## src/rtl/stepper_pulse_gen.sv

```systemverilog
// -----------------------------------------------------------------------------
// stepper_pulse_gen
//
// Step/dir generator for one motor axis. Register writes program a move of
// STEPS steps at a fixed step period. The block drives the step, dir and
// enable pins, tracks the absolute signed step position, and pulses done_int
// for one cycle whenever a move ends (normal completion, abort or disable).
//
// Register map (written when reg_stb is high):
//   0 PERIOD   cycles between step rising edges; clamped to >= 2*STEP_WIDTH
//   1 STEPS    move length (ignored while busy)
//   2 CONTROL  bit0 dir, bit1 en, bit2 start, bit3 abort (start/abort are strobes)
//   3 POSITION load absolute position (ignored while busy)
//
// Ports:
//   clk         system clock
//   rst_n       synchronous active-low reset
//   reg_addr    register select
//   reg_data    write data
//   reg_stb     one-cycle write strobe
//   busy        move in progress (high from start until the done cycle inclusive)
//   done_int    one-cycle pulse at the end of every move
//   position    signed absolute step position
//   mot_step    step pin, active high
//   mot_dir     direction pin, 1 = positive
//   mot_enable  driver enable, active low
//   dbg_state   current FSM state, for observation only
//
// Handshake: there is no back-pressure. A write is accepted on every clk edge
// where reg_stb is high; writes the current state cannot honour are dropped.
// -----------------------------------------------------------------------------
module stepper_pulse_gen #(
    parameter int unsigned STEP_WIDTH = 100,
    parameter int unsigned DIR_SETUP  = 50
) (
    input  logic        clk,
    input  logic        rst_n,
    input  logic [1:0]  reg_addr,
    input  logic [31:0] reg_data,
    input  logic        reg_stb,
    output logic        busy,
    output logic        done_int,
    output logic [31:0] position,
    output logic        mot_step,
    output logic        mot_dir,
    output logic        mot_enable,
    output logic [2:0]  dbg_state
);

    localparam logic [2:0] S_IDLE  = 3'd0;
    localparam logic [2:0] S_SETUP = 3'd1;
    localparam logic [2:0] S_HIGH  = 3'd2;
    localparam logic [2:0] S_LOW   = 3'd3;
    localparam logic [2:0] S_DONE  = 3'd4;

    localparam logic [31:0] MIN_PERIOD = 32'(2 * STEP_WIDTH);
    localparam logic [31:0] SW_CYCLES  = 32'(STEP_WIDTH);
    localparam logic [31:0] HIGH_LOAD  = 32'(STEP_WIDTH - 1);
    localparam logic [31:0] SETUP_LOAD = 32'(DIR_SETUP - 1);

    logic [2:0]  state_q, state_d;
    logic [31:0] period_q, period_d;
    logic [31:0] steps_q, steps_d;
    logic [31:0] position_q, position_d;
    logic [31:0] remaining_q, remaining_d;
    logic [31:0] cnt_q, cnt_d;
    logic        dir_bit_q, dir_bit_d;
    logic        en_bit_q, en_bit_d;
    logic        step_q, step_d;
    logic        dir_q, dir_d;
    logic        enable_q;
    logic        busy_q;
    logic        done_q;

    logic        wr_period, wr_steps, wr_ctrl, wr_pos;
    logic        in_move, kill, start_req;
    logic [31:0] eff_period;

    always_comb begin
        wr_period = reg_stb && (reg_addr == 2'd0);
        wr_steps  = reg_stb && (reg_addr == 2'd1);
        wr_ctrl   = reg_stb && (reg_addr == 2'd2);
        wr_pos    = reg_stb && (reg_addr == 2'd3);
        in_move   = (state_q != S_IDLE);

        period_d = wr_period ? reg_data : period_q;
        steps_d  = (wr_steps && !in_move) ? reg_data : steps_q;

        en_bit_d  = wr_ctrl ? reg_data[1] : en_bit_q;
        dir_bit_d = (wr_ctrl && !in_move) ? reg_data[0] : dir_bit_q;

        // Abort, or dropping enable, ends an active move. The DONE cycle is
        // already ending, so nothing extra happens there.
        kill      = in_move && (state_q != S_DONE) && wr_ctrl && (reg_data[3] || !reg_data[1]);
        // Abort in the same write suppresses start.
        start_req = !in_move && wr_ctrl && reg_data[2] && !reg_data[3];

        // Uses period_d so a PERIOD write in the LOW-entry cycle applies at once.
        eff_period = (period_d > MIN_PERIOD) ? period_d : MIN_PERIOD;

        state_d     = state_q;
        cnt_d       = cnt_q;
        step_d      = step_q;
        dir_d       = dir_q;
        remaining_d = remaining_q;
        position_d  = (wr_pos && !in_move) ? reg_data : position_q;

        if (kill) begin
            state_d = S_DONE;
            step_d  = 1'b0;
        end else begin
            case (state_q)
                S_IDLE: begin
                    if (start_req) begin
                        if (en_bit_d && (steps_q != 32'd0)) begin
                            remaining_d = steps_q;
                            dir_d       = dir_bit_d;
                            cnt_d       = SETUP_LOAD;
                            state_d     = S_SETUP;
                        end else begin
                            state_d = S_DONE;
                        end
                    end
                end
                S_SETUP, S_LOW: begin
                    if (cnt_q != 32'd0) begin
                        cnt_d = cnt_q - 32'd1;
                    end else if ((state_q == S_LOW) && (remaining_q == 32'd0)) begin
                        state_d = S_DONE;
                    end else begin
                        // Rising edge: the step is counted the moment it starts.
                        state_d     = S_HIGH;
                        step_d      = 1'b1;
                        cnt_d       = HIGH_LOAD;
                        remaining_d = remaining_q - 32'd1;
                        position_d  = position_q + (dir_q ? 32'd1 : 32'hFFFF_FFFF);
                    end
                end
                S_HIGH: begin
                    if (cnt_q != 32'd0) begin
                        cnt_d = cnt_q - 32'd1;
                    end else begin
                        state_d = S_LOW;
                        step_d  = 1'b0;
                        // Low time makes the rise-to-rise spacing eff_period.
                        cnt_d   = eff_period - SW_CYCLES - 32'd1;
                    end
                end
                S_DONE: begin
                    state_d = S_IDLE;
                end
                default: begin
                    state_d = S_IDLE;
                    step_d  = 1'b0;
                end
            endcase
        end
    end

    always_ff @(posedge clk) begin
        if (!rst_n) begin
            state_q     <= S_IDLE;
            period_q    <= 32'd0;
            steps_q     <= 32'd0;
            position_q  <= 32'd0;
            remaining_q <= 32'd0;
            cnt_q       <= 32'd0;
            dir_bit_q   <= 1'b0;
            en_bit_q    <= 1'b0;
            step_q      <= 1'b0;
            dir_q       <= 1'b0;
            enable_q    <= 1'b1;
            busy_q      <= 1'b0;
            done_q      <= 1'b0;
        end else begin
            state_q     <= state_d;
            period_q    <= period_d;
            steps_q     <= steps_d;
            position_q  <= position_d;
            remaining_q <= remaining_d;
            cnt_q       <= cnt_d;
            dir_bit_q   <= dir_bit_d;
            en_bit_q    <= en_bit_d;
            step_q      <= step_d;
            dir_q       <= dir_d;
            enable_q    <= ~en_bit_d;
            busy_q      <= (state_d != S_IDLE);
            done_q      <= (state_d == S_DONE);
        end
    end

    assign busy       = busy_q;
    assign done_int   = done_q;
    assign position   = position_q;
    assign mot_step   = step_q;
    assign mot_dir    = dir_q;
    assign mot_enable = enable_q;
    assign dbg_state  = state_q;

endmodule

```

## config.mk

```make
export PLATFORM = sky130hd
export DESIGN_NAME = stepper_pulse_gen
export DESIGN_NICKNAME = d
export VERILOG_FILES = /design/src/rtl/stepper_pulse_gen.sv
export SDC_FILE = /design/constraint.sdc
export NUM_CORES = 1
export LEC_CHECK = 0
export ABC_AREA = 1
export CORE_MARGIN = 3
export CORE_UTILIZATION = 51
export CTS_BUF_LIST = sky130_fd_sc_hd__clkbuf_8
export CTS_CLUSTER_DIAMETER = 60
export DETAILED_ROUTE_END_ITERATION = 16
export PLACE_DENSITY_LB_ADDON = 0.15
export REMOVE_ABC_BUFFERS = 1
export SLEW_MARGIN = 15
export SYNTH_ARGS = -nofsm -noshare
export SYNTH_HDL_FRONTEND = slang
export SYNTH_SLANG_ARGS = --single-unit
```

## constraint.sdc

```tcl
create_clock -name clk -period 3.2 [get_ports clk]
set_input_delay 0.32 -clock clk [delete_from_list [all_inputs] [get_ports clk]]
set_output_delay 0.32 -clock clk [all_outputs]
set_load 0.005 [all_outputs]
```

Word-level counts from Yosys, hierarchy flattened
Index checks and enable logic that the tools add are counted.
Storage, ports and cells
  bits in registers: 170
  bits of input ports: 37
  output and inout port bits: 40
Operators by class
  add/sub/neg operators: 5
  $lt $le $gt $ge: 1
  equal/unequal tests: 15
  muxes and demuxes: 32
  bitwise logic cells: 4
  reduce and logical (&&, ||, !) cells: 34
Operators with widths (number)
  2-to-1 mux 32 bit: 17
  case mux 32 bit (3 select lines): 1
  subtractor 32 x 1 -> 32 bit, second input constant: 3
  case mux 32 bit (2 select lines): 1
  nonzero test 32 bit: 2
  adder 32 bit: 1
  > comparator 32 x 8 -> 1 bit, second input constant: 1
  logical NOT 32 bit: 1
  subtractor 32 x 7 -> 32 bit, second input constant: 1
  2-to-1 mux 3 bit: 6
  logical AND 1 bit: 14
  inequality test 2 bit, second input constant: 5
  case mux 3 bit (3 select lines): 1
  nonzero test 3 bit: 3
  AND reduction 4 bit: 2
  == test 3 x 2 -> 1 bit, second input constant: 2
  == test 3 bit, second input constant: 2
  inequality test 3 bit, second input constant: 2
  AND reduction 6 bit: 1
  OR reduction 2 bit: 3
  2-to-1 mux 1 bit: 5
  AND reduction 5 bit: 1
  == test 2 bit, second input constant: 2
  inverter 1 bit: 4
  other kinds (8): 10

Longest topological paths before layout
  depth after elaboration: 9
  depth in mapped cells: 20
  depth with buffers taken out: 20

Worst setup path after synthesis
No wires, ideal clock.
  path kind: flip-flop to flip-flop
  from: reg dir_q, in the netlist mot_dir
  to: reg position_q[27], in the netlist position[27]
  library setup time: 0.116 ns
  data arrival time: 2.605 ns
  required time: 3.084 ns
  setup slack: 0.479 ns
  cell stages (with the launch flop): 13
  buffers on the path: 0
  cell sequence: dfxtp_1 inv_1 ha_1 nand3_1 nand2_1 a21oi_1 o21ai_0 a31oi_1 o21ai_0 nand3_1 nand3_1 nand2_1 o211a_1
Between the ends
  longest elaborated chain between the ends: 6
RTL lines
  start: declaration: line 70  | logic dir_q, dir_d;
  start signal: assignment: line 185  | dir_q <= dir_d;
  2-to-1 mux 32 bit: line 136  | position_d = position_q + (dir_q ? 32'd1 : 32'hFFFF_FFFF);
  adder 32 bit: line 136
  2-to-1 mux 32 bit: line 128  | end else if ((state_q == S_LOW) && (remaining_q == 32'd0)) begin
  2-to-1 mux 32 bit: line 126  | if (cnt_q != 32'd0) begin
  2-to-1 mux 32 bit: line 112  | case (state_q)
  2-to-1 mux 32 bit: line 108  | if (kill) begin
  end signal: assignment: line 179  | position_q <= position_d;
  end: declaration: line 64  | logic [31:0] position_q, position_d;
Every way passes these cells.
A chain may end at the register's enable or synchronous reset.

Worst setup path after layout
  from: reg dir_q, in the netlist mot_dir
  to: reg position_q[25], in the netlist position[25]
Same word-level chain as after synthesis.

==> impl_metrics.ini <==
[timing]
finalCritPeriodShare_pct = 96.03
worst_pin_slew_ns = 0.9910
grt_setup_unrepaired = false
clock_skew_ns = 0.01966
finalMaxSlewViolations = 0
max_freq_mhz = 325.4
layout_min_cycle_time_ns = 3.073
finalHoldViolations = 0
max_slew_margin_pct = 33.94
setup_violations = 0
worst_slack_ns = 0.1272

[grt]
busiest_layer = met2
gr-total-overflow = 0
grt_pass1_vias = 11550
grtUsageMet3_pct = 4.466
grt_usage_pct = 33.44
grtUsageMet2_pct = 53.79
grt_max_degree = 92
gr-usage-met1_pct = 47.25
grt_pass1_wl_um = 63580
antenna_found_initial = 0

[layout]
syn2layout_area_growth_pct = 16.99
drive_above_1_share_pct = 9.646
final_util_pct = 60.96
diodes = 0
final_cell_area_um2 = 13340
fin_cells = 2229
nNetsFinal = 2008

[critical_path]
cp_top_family = simple AND/OR/NAND/NOR gates
crit_buf_inv = 2
worstSetupEndpointType = register
cp.required_ns = 3.60
rrSetupSlack_ns = 0.13
crit_path_start_kind = register
cp_max_fo = 18
worstPathCellList = inv_1 > buf_4 > ha_1 > nand2_1 > nor4_1 > nand3_1 > nand3_1 > a21oi_1 > xnor2_1 > nor2_1 > a311oi_1
cp_common_cell = nand3_1
crit_path_max_incr_delay_ns = 0.73
path_class = reg2reg
cp.arrival_ns = 3.47
crit_slowest_cell = nor4_1

[clocking]
clk_path_buf_depth = 2
cts_root_buffer = clkbuf_8
tritoncts.num_buffers = 17
htreeDepth = 4
path_clk_slew_ns = 0.10
cts_setup_buffers = 0
tritoncts = built
insertion_delay_ns = 0.48
cts.sinks = 170

[routing]
drtIter0Drc = 1455
detail_route.wl_per_cell_um = 18.53
vias = 12740
drt-total-wl_um = 41300
detail_route.vias_per_cell = 5.716
drc = 0
dr.pass1.iters = 6
final_antenna_net_count = 0

[synthesis]
syn_area_um2 = 11410
yosysSeqAreaShare_pct = 29.84
ys_ff_latch = 170
synth-async-reset-ratio_pct = 0
synth.distinct_cells = 51
syn_inst = 1813
syn_avg_cell_area_um2 = 6.291
synthFlopType = dfxtp_1
synth_edf_count = 0
yosysWarnings = 0

[floorplanning]
initial_core_util_pct = 52.10
dieArea_um2 = 24190
die_h_um = 155.5
core_um2 = 21890
rows = 54
die_w_um = 155.5
io_pins = 77

[placement]
placed_area_um2 = 12970
gp_congestion = 0.9996
dp_cells = 2198
port_buffers = 76
place_hpwl_um = 32150
dp_slack_ns = 0.1144

[power_and_ir_drop]
vdd_drop_max_uv = 277.9
powerDensity_nw_per_um2 = 419.4
p_leak_uw = 0.006348

[outcome]
outcome = completed

[flow_run]
maxCapViolCount = 0

[min_path]
hold_path.class = reg2reg
worst paths after layout:
path	from	end	cells past startpoint
worst max register to register	mot_dir	position[25]	11
worst min-delay path	cnt_q[0]	cnt_q[0]	2
worst min register to register	cnt_q[0]	cnt_q[0]	2
worst max-delay path	mot_dir	position[25]	11
metal layers:
layer	routed length [um]	share of wire [%]	vias up
li1	-	-	6258
met1	18210	44	5900
met2	18530	45	513
met3	3440	8.3	70
met4	1127	2.7	0
met5	0	0	-
where the power goes:
group / internal, uW / total [uW] / switching, uW
clock network: 586 / 1490 / 903
logic: 672 / 1840 / 1170
registers: 2190 / 2260 / 71.0
worst min-delay path: cells and delay by family (launching register included):
| family | cells | cell delay, ns |
|---|---|---|
| AOI/OAI and AO/OA | 1 | 0.05 |
| DFF | 1 | 0.32 |
| and+or+nand+nor | 1 | 0.06 |
state kept, by name (all words and copies together), names as in the netlist:
signal       cells
period_q        32
dir_bit_q        1
remaining_q     32
busy             1
en_bit_q         1
cnt_q           32
mot_enable       1
mot_dir          1
steps_q         32
position        32
done_int         1
mot_step         1
dbg_state        3
through the flow:
step	total power [uW]	hold slack [ns]	TNS, ns
3_3_place_gp	4093	0.4531	0
2_1_floorplan	3424	0.4428	-135.07
4_1_cts	5554	0.4633	0
5_1_grt	5873	0.4828	0
3_5_place_dp	4102	0.4579	0
6_report	5596	0.4714	0
timing repair:
action,4_1_cts,5_1_grt
endpoints found under the setup margin,0,16
hold buffers,0,0
resized for setup,0,6
cells in the final DEF (no fill, tap or decap), types with 24 or more instances in the layout:
master	synthesis	routed
inv_1	219	220
nor2_1	284	282
xor2_1	24	24
nand2_1	329	329
dfxtp_1	170	170
o21ai_0	154	152
ha_1	33	33
buf_4	3	91
nor3_1	27	26
a21oi_1	184	182
clkdlybuf4s50_1	0	75
nand4_1	29	29
nand3_1	111	111
cells by family (layout without fill, tap and decap cells):
group / count (synthesis) / in the layout / synth area share, %
buf+inv: 292 / 428 / 10.18
flops: 170 / 170 / 29.84
compound gates: 433 / 433 / 21.06
fa+ha+maj: 34 / 34 / 3.796
xor+xnor: 44 / 44 / 3.379
simple gates: 840 / 840 / 31.75
cell usage after synthesis (all sizes together), types with 7 or more instances:
| master | n | share of area, % |
|---|---|---|
| a211oi | 7 | 0.46 |
| a21oi | 185 | 8.2 |
| a311oi | 12 | 0.92 |
| a31oi | 13 | 0.71 |
| buf | 21 | 1.2 |
| clkbuf | 45 | 1.5 |
| dfxtp | 170 | 30 |
| ha | 33 | 3.6 |
| inv | 224 | 7.4 |
| nand2 | 341 | 12 |
| nand3 | 114 | 5.2 |
| nand4 | 30 | 1.7 |
| nor2 | 294 | 10 |
| nor3 | 29 | 1.5 |
| nor4 | 19 | 1.0 |
| o211ai | 11 | 0.72 |
| o21a | 7 | 0.47 |
| o21ai | 175 | 8.0 |
| or2 | 10 | 0.55 |
| xnor2 | 20 | 1.5 |
| xor2 | 24 | 1.8 |
cell type report:
type,count,area (um^2)
Sequential cell,170,3403
Clock buffer,19,261.5
Fill cell,2177,8547
Timing Repair Buffer,171,1519
Clock inverter,12,93.84
Tap cell,280,350.3
Multi-Input combinational cell,1351,6865
Inverter,226,850.8
(Power assumes the default switching activity.)
